===== config.mk =====
export PLATFORM = sky130hd
export DESIGN_NAME = mux_uart_tx
export DESIGN_NICKNAME = d
export VERILOG_FILES = /design/src/rtl/mux_uart_tx.sv
export SDC_FILE = /design/constraint.sdc
export NUM_CORES = 1
export LEC_CHECK = 0
export ABC_AREA = 1
export CORE_MARGIN = 1.5
export CORE_UTILIZATION = 50
export DETAILED_ROUTE_END_ITERATION = 10
export PLACE_DENSITY_LB_ADDON = 0.05
export SLEW_MARGIN = 15
export SYNTH_ARGS = -nofsm -noshare
export SYNTH_HDL_FRONTEND = slang
export SYNTH_SLANG_ARGS = --single-unit

===== constraint.sdc =====
create_clock -name clock -period 2.3 [get_ports clock]
set_input_delay 0.345 -clock clock [delete_from_list [all_inputs] [get_ports clock]]
set_output_delay 0.345 -clock clock [all_outputs]
set_load 0.03 [all_outputs]

===== src/rtl/mux_uart_tx.sv =====
`default_nettype none
// ============================================================================
// Module      : mux_uart_tx
// Description : Memory-mapped 8N1 UART transmitter with a two-byte register
//               window (STATUS at BASE_ADDR+0, DATA at BASE_ADDR+1), a
//               transmit FIFO and a registered serial output.
//               Build macro MUX_UART_TX_FIFO_EN selects a 4-entry FIFO;
//               without it a single holding register is used.
// Revision    : 1.0 - initial release
// ============================================================================
module mux_uart_tx #(
    parameter logic [15:0] BASE_ADDR    = 16'hF200,
    parameter int          CLKS_PER_BIT = 104
) (
    input  logic        clock,
    input  logic        reset,
    input  logic [15:0] address,
    input  logic        write_en,
    input  logic [7:0]  data_in,
    output logic [7:0]  data_out,
    output logic        tx
);

`ifdef MUX_UART_TX_FIFO_EN
    localparam int DEPTH = 4;
`else
    localparam int DEPTH = 1;
`endif
    localparam int PTR_W = (DEPTH > 1) ? $clog2(DEPTH) : 1;
    localparam int CNT_W = $clog2(DEPTH + 1);
    localparam int MEM_N = 1 << PTR_W;

    localparam logic [CNT_W-1:0] C_DEPTH       = CNT_W'(DEPTH);
    localparam logic [PTR_W-1:0] C_PTR_LAST    = PTR_W'(DEPTH - 1);
    localparam logic [15:0]      C_BAUD_RELOAD = 16'(CLKS_PER_BIT - 1);
    localparam logic [15:0]      C_DATA_ADDR   = BASE_ADDR + 16'd1;

    localparam logic [1:0] S_IDLE  = 2'd0;
    localparam logic [1:0] S_START = 2'd1;
    localparam logic [1:0] S_DATA  = 2'd2;
    localparam logic [1:0] S_STOP  = 2'd3;

    logic [1:0]       r_state;
    logic [15:0]      r_baud;
    logic [2:0]       r_idx;
    logic [7:0]       r_shift;
    logic             r_tx;
    logic [7:0]       r_data_out;
    logic             r_overrun;
    logic [CNT_W-1:0] r_count;
    logic [PTR_W-1:0] r_wr_ptr;
    logic [PTR_W-1:0] r_rd_ptr;
    logic [7:0]       r_mem [MEM_N];

    logic [1:0]  w_state_next;
    logic [15:0] w_baud_next;
    logic [2:0]  w_idx_next;
    logic [2:0]  w_idx_inc;
    logic        w_tx_next;
    logic        w_pop;
    logic        w_wr_data;
    logic        w_accept;
    logic        w_overrun_set;
    logic        w_status_rd;
    logic        w_ready;
    logic        w_busy;
    logic [7:0]  w_status;

    // Bus decode, FIFO admission and STATUS composition.
    assign w_wr_data     = write_en && (address == C_DATA_ADDR);
    assign w_status_rd   = !write_en && (address == BASE_ADDR);
    assign w_ready       = (r_count != C_DEPTH);
    // A full FIFO still admits a byte when the head leaves in the same cycle.
    assign w_accept      = w_wr_data && (w_ready || w_pop);
    assign w_overrun_set = w_wr_data && !w_accept;
    assign w_busy        = (r_state != S_IDLE) || (r_count != '0);
    assign w_status      = {4'b0000, w_busy, r_overrun, w_ready, 1'b0};
    assign w_idx_inc     = r_idx + 3'd1;

    assign data_out = r_data_out;
    assign tx       = r_tx;

    // Shifter next-state, baud reload and next serial level.
    always_comb begin
        w_state_next = r_state;
        w_baud_next  = (r_baud != 16'd0) ? (r_baud - 16'd1) : r_baud;
        w_idx_next   = r_idx;
        w_tx_next    = r_tx;
        w_pop        = 1'b0;
        case (r_state)
            S_IDLE: begin
                w_tx_next = 1'b1;
                if (r_count != '0) begin
                    w_pop        = 1'b1;
                    w_state_next = S_START;
                    w_baud_next  = C_BAUD_RELOAD;
                    w_tx_next    = 1'b0;
                end
            end
            S_START: begin
                if (r_baud == 16'd0) begin
                    w_state_next = S_DATA;
                    w_baud_next  = C_BAUD_RELOAD;
                    w_idx_next   = 3'd0;
                    w_tx_next    = r_shift[0];
                end
            end
            S_DATA: begin
                if (r_baud == 16'd0) begin
                    w_baud_next = C_BAUD_RELOAD;
                    if (r_idx == 3'd7) begin
                        w_state_next = S_STOP;
                        w_tx_next    = 1'b1;
                    end else begin
                        w_idx_next = w_idx_inc;
                        w_tx_next  = r_shift[w_idx_inc];
                    end
                end
            end
            S_STOP: begin
                if (r_baud == 16'd0) begin
                    w_state_next = S_IDLE;
                    w_baud_next  = C_BAUD_RELOAD;
                    w_tx_next    = 1'b1;
                end
            end
            default: begin
                w_state_next = S_IDLE;
                w_tx_next    = 1'b1;
            end
        endcase
    end

    // Shifter state, counters, serial output and shift register.
    always_ff @(posedge clock) begin
        if (reset) begin
            r_state <= S_IDLE;
            r_baud  <= 16'd0;
            r_idx   <= 3'd0;
            r_tx    <= 1'b1;
            r_shift <= 8'h00;
        end else begin
            r_state <= w_state_next;
            r_baud  <= w_baud_next;
            r_idx   <= w_idx_next;
            r_tx    <= w_tx_next;
            if (w_pop) begin
                r_shift <= r_mem[r_rd_ptr];
            end
        end
    end

    // FIFO pointers/count, sticky overrun and registered read data.
    always_ff @(posedge clock) begin
        if (reset) begin
            r_count    <= '0;
            r_wr_ptr   <= '0;
            r_rd_ptr   <= '0;
            r_overrun  <= 1'b0;
            r_data_out <= 8'h00;
        end else begin
            if (w_accept) begin
                r_wr_ptr <= (r_wr_ptr == C_PTR_LAST) ? '0 : (r_wr_ptr + 1'b1);
            end
            if (w_pop) begin
                r_rd_ptr <= (r_rd_ptr == C_PTR_LAST) ? '0 : (r_rd_ptr + 1'b1);
            end
            if (w_accept && !w_pop) begin
                r_count <= r_count + 1'b1;
            end else if (!w_accept && w_pop) begin
                r_count <= r_count - 1'b1;
            end
            // A fresh overrun wins over the clear-on-read of the old flag.
            r_overrun  <= w_overrun_set || (r_overrun && !w_status_rd);
            r_data_out <= w_status_rd ? w_status : 8'h00;
        end
    end

    // FIFO storage; contents are don't-care until written.
    always_ff @(posedge clock) begin
        if (w_accept && !reset) begin
            r_mem[r_wr_ptr] <= data_in;
        end
    end

endmodule
`default_nettype wire


Word level (Yosys, flattened, before mapping). Memories as Yosys holds them, arrays and structs flattened. A register that Yosys moved wholly into a read port is not among the register bits. Index checks and enable logic that the tools add are counted.

RAM bits: 16. Input port bits: 27. Logic and storage cells: 89. Output and inout port bits: 9. Flip-flop bits (word level): 34. Memories: 1.

Memory list: r_mem (words 2, bits a word 8, rd ports 1, clocked after Yosys merged registers in 1, write ports 1, RTL line 53) `logic [7:0] r_mem [MEM_N];`.

Equality and inequality tests: 12. Add/sub/neg operators: 6. $lt $le $gt $ge: 1. Bitwise logic cells: 2. Mux-type cells: 30. Reduce and logical (&&, ||, !) cells: 27.

Operators by type and width (count): two-way mux 16 bit (3); equality test 16 bit (second input constant) (2); one-hot mux 16 bit (2 select lines) (1); logical NOT 16 bit (1); nonzero test 16 bit (1); subtractor 16 x 1 -> 16 bit (second input constant) (1); two-way mux 1 bit (14); inequality test 2 bit (second input constant) (6); two-way mux 2 bit (5); two-way mux 3 bit (3); logical AND 1 bit (8); one-hot mux 2 bit (4 select lines) (1); one-hot mux 3 bit (2 select lines) (1); nonzero test 2 bit (3); logical NOT 1 bit (5); AND reduction 5 bit (1); equality test 2 bit (second input constant) (2); less-than comparator 3 x 4 -> 1 bit (second input constant) (1); one-hot mux 1 bit (4 select lines) (1); AND reduction 4 bit (1); adder 1 bit (second input constant) (3); adder 3 x 1 -> 3 bit (second input constant) (1); binary-select mux 1 bit (select 3 bit) (1); equality test 3 bit (second input constant) (1); 8 further kinds (11).

Longest topological paths before layout.
Word-level depth: 8. Mapped depth: 10. Mapped depth without buffers: 10.

Worst setup path after synthesis. Ideal clock, no wire load.

Path type: input-to-reg. Start: input address[6]. End: memory r_mem[0][0] (enable). Setup time: 0.383 ns. Buffers on the path: 0. Path slack: 0.526 ns. Stages on the path: 5. Arrival time: 1.391 ns. Data required time: 1.917 ns. Cell sequence: nor2_1 nand3_1 nor2_1 nand3_1 nor3_1.

Word-level cells in the longest chain between the ends: 6.

Ends and longest elaborated chain: from (decl) (RTL line 17) `input logic [15:0] address,`; equality test 16 bit (RTL line 70) `assign w_wr_data = write_en && (address == C_DATA_ADDR);`; logical AND 1 bit (RTL line 70); logical AND 1 bit (RTL line 74) `assign w_accept = w_wr_data && (w_ready || w_pop);`; logical AND 1 bit (RTL line 181) `if (w_accept && !reset) begin`; two-way mux 1 bit (RTL line 181); two-way mux 1 bit (implied by the code) (RTL line 182) `r_mem[r_wr_ptr] <= data_in;`; to (decl) (RTL line 53).

Every way passes these cells.

Worst setup path in the final report.
Start: register r_baud[0]. End: register r_baud[0].

Word-level cells in the longest chain between the ends: 4. Elaborated cells between the ends (all ways): 7. Classes of those cells: 1 x add/sub; 4 x mux; 2 x reduce/logical.

Ends and longest elaborated chain: from (decl) (RTL line 44) `logic [15:0] r_baud;`; from (signal assigned) (RTL line 144) `r_baud <= w_baud_next;`; subtractor 16 x 1 -> 16 bit / nonzero test 16 bit (equally long branches) (RTL line 86) `w_baud_next = (r_baud != 16'd0) ? (r_baud - 16'd1) : r_baud;`; two-way mux 16 bit (RTL line 86); two-way mux 16 bit (on tied branches); one-hot mux 16 bit (2 select lines) (*) (RTL line 90) `case (r_state)`.

Mark *: on every way between the ends. The rest lies on a longest branch, timed or not. A chain may end at the register's enable or synchronous reset.

==> tab_implementation.tex <==
\begin{tabular}{lr}
\hline
Metric & Value \\
\hline
\multicolumn{2}{l}{\textbf{Synthesis}} \\
Top cell type's share of synthesized area & 0.302 \\
Instance count of the mapped netlist & 322 \\
Commonest cells in the netlist & 62 x nand2\_1, 54 x nor2\_1, 42 x inv\_1 \\
Total number of yosys warnings & 0 \\
Cell Area, Synth & 0.00232 mm2 \\
Top\_reg\_cell synth & dfxtp\_1 \\
Leading cell types by total area after synthesis & dfxtp\_1 30\%, edfxtp\_1 10\%, nand2\_1 10\%, nor2\_1 8.7\%, inv\_1 6.8\% \\
Number of library cell types mapped by synthesis & 29 \\
Fraction of synthesis flops using an asynchronous set or reset pin & 0 \\
Average footprint of a synthesized cell & 7.20 um2 \\
Most numerous cell in the Yosys netlist & nand2\_1 \\
Synth area leader & dfxtp\_1 \\
Synthesis-stage register bit count & 43 \\
Number of synthesized flops with an enable pin & 8 \\
Register area share after synthesis & 0.406 \\
\multicolumn{2}{l}{\textbf{Setup path}} \\
Endpoint kind of the worst setup timing path & register \\
Largest stage delay on the critical path & 0.36 ns \\
Largest driver fanout on the critical path & 8 \\
Cell-by-cell listing of the critical path & inv\_1 > ha\_1 > nand3\_2 > nor2\_4 > nand2\_4 > ha\_1 > o21ai\_0 > a21oi\_1 \\
Worst Path Required & 2.50 ns \\
Start-to-end type of the worst setup path & reg2reg \\
Most common cell on crit path & ha\_1 \\
Top Family by Delay on Critical Path & adder cells \\
Crit path max-delay cell type & dfxtp\_1 \\
Startpoint type of the worst setup path & register \\
Arr. time, crit path & 1.95 ns \\
Worst path buffer plus inverter count & 1 \\
\multicolumn{2}{l}{\textbf{Route}} \\
\# DRC & 0 \\
Vias per cell & 4.96 \\
TritonRoute pass-1 iters & 4 \\
DRT iter0 DRCs & 70 \\
Detailed Route WL & 4520 um \\
Number of routed nets with antenna violations & 0 \\
Total via count in the routed design & 2024 \\
Wirelength per Cell & 11.1 um \\
\multicolumn{2}{l}{\textbf{Clock network}} \\
Buffer count from post-CTS setup fixing & 0 \\
Number of H-tree branching levels & 2 \\
Number of buffers inserted during clock tree synthesis & 5 \\
Num Clock Sinks & 43 \\
Maximum buffer depth of the clock tree & 2 \\
Insertion delay to the later sink of the worst-skew pair & 0.31 ns \\
Cell at the root of the clock tree & clkbuf\_8 \\
Clock-pin slew reported for the worst setup and hold paths after clock tree synthesis & 0.09 ns \\
Post-cts hold buffer count & 0 \\
CTS-repair resized insts & 0 \\
TritonCTS clock tree & yes \\
\multicolumn{2}{l}{\textbf{STA}} \\
Setup repair after global routing missed its margin & false \\
Final TNS setup & 0 ns \\
Post-layout worst setup margin & 0.549 ns \\
Final-report setup violation count & 0 \\
Worst clock skew & 0.00584 ns \\
Final Critical Period & 1.75 ns \\
Final count of hold timing violations & 0 \\
Hold Worst Slack & 0.448 ns \\
Crit share post-route & 0.761 \\
F\_max & 571 MHz \\
Final Slew Violations & 0 \\
\multicolumn{2}{l}{\textbf{Floorplanning}} \\
Initial core utilization & 0.525 \\
Die Footprint & 0.00505 mm2 \\
Area of the core & 0.00441 mm2 \\
Ports placed on the boundary & 36 \\
Vertical die dimension & 71.1 um \\
Number of placement rows & 24 \\
Die X-Extent & 71.1 um \\
\multicolumn{2}{l}{\textbf{Placement}} \\
Setup slack at placement & 0.361 ns \\
Total half-perimeter wirelength after legalization and detailed placement & 3450 um \\
Instance area after placement & 0.00265 mm2 \\
Placed cell count & 400 \\
Routability-driven placement congestion ratio & 0.817 \\
Count of buffers from port buffering & 30 \\
\multicolumn{2}{l}{\textbf{Global route}} \\
First-pass GRT wire length & 8110 um \\
Sum of overflow across all layers after global routing & 0 \\
Largest net degree at the start of global routing & 18 \\
Via count of the first global-routing pass & 1902 \\
Antenna violations before repair & 0 \\
Global-route usage over all layers & 0.200 \\
\multicolumn{2}{l}{\textbf{Pwr}} \\
Power density relative to cell area & 1010 mW/mm2 \\
Static power due to leakage & 1.22 nW \\
Sum of internal, switching and leakage power & 2.78 mW \\
Peak ir drop on the vdd network & 0.487 mV \\
\multicolumn{2}{l}{\textbf{Final layout}} \\
Share of final-layout standard cells stronger than drive strength 1 & 0.0815 \\
Sequential Area & 941 um2 \\
Final std cell area, no fill & 0.00275 mm2 \\
Post-layout net count & 391 \\
Core utilization of the finished layout & 0.622 \\
Area growth syn-to-layout & 18.5\% \\
Diodes inserted & 0 \\
Area of combinational cells with multiple inputs & 0.00116 mm2 \\
Fill count & 418 \\
Post-Layout Cell Count & 408 \\
\multicolumn{2}{l}{\textbf{Job}} \\
Max Cap Viol & 0 \\
\multicolumn{2}{l}{\textbf{Hold path}} \\
Hold WC Path Type & reg2reg \\
\multicolumn{2}{l}{\textbf{Outcome}} \\
Result of the run & finished clean \\
\hline
\end{tabular}
==> report_power, final <==
group	total [mW]	internal, mW	switching [mW]
combinational	1.29	0.489	0.804
clock	0.519	0.224	0.295
sequential	0.971	0.866	0.104
total	2.78	1.58	1.20
==> area by class of cell <==
class	instances	share of cell area
multi-input combinational	230	0.424
inverter	42	0.0574
clock buffer	5	0.0251
timing repair buffer	33	0.118
tap	52	0.0237
clock inverter	3	0.00957
sequential	43	0.343
==> flip-flops by register name (all words and copies together), names as in the netlist <==
signal     count
r_baud        16
r_shift        8
r_overrun      1
data_out       3
r_mem          8
tx             1
r_state        2
r_count        1
r_idx          3
==> final timing paths <==
| kind | from | endpoint | slack, ns | depth (start not counted) |
|---|---|---|---|---|
| max | r_baud[0] | r_baud[0] | 0.55 | 8 |
| min | r_overrun | data_out[2] | 0.45 | 2 |
| max reg2reg | r_baud[0] | r_baud[0] | 0.55 | 8 |
| min reg2reg | r_overrun | data_out[2] | 0.45 | 2 |
==> layout by cell type, fill, tap and decap left out, types with 4 or more instances in the layout <==
master           count
nor2_4               5
clkbuf_8             5
clkdlybuf4s50_1     30
o21ai_0             11
inv_1               42
conb_1               5
ha_1                 9
nand3b_1             4
nor2_2               4
nor2_1              54
edfxtp_1             8
dfxtp_1             35
nand3_1             31
a21oi_1             20
nand2_1             62
nand4_1              6
==> worst register-to-register path: stages (launching register included) <==
cell and delay [ns]:
dfxtp_1 0.36, inv_1 0.16, ha_1 0.23, nand3_2 0.11
nor2_4 0.17, nand2_4 0.13, ha_1 0.29, o21ai_0 0.15
a21oi_1 0.05
==> per-layer routing <==
metal  vias to the layer above  global-route usage  wire length, um
li1                       1080                   -                -
met1                       889               0.282             2390
met2                        49               0.304             1920
met3                         6              0.0413              170
met4                         0              0.0713               44
met5                         -                   0                0
==> cells by family (layout without fill, tap and decap cells) <==
kind of cell,Yosys count,after routing,synth area share
AOI/OAI and AO/OA,37,37,0.0831
xor gates and xnor gates,1,1,0.00378
adders and majority gates,9,9,0.0486
buffers and inverters,53,83,0.0982
DFF,43,43,0.406
other,1,5,0.00162
and+or+nand+nor,178,178,0.359
(Power assumes the default switching activity.)
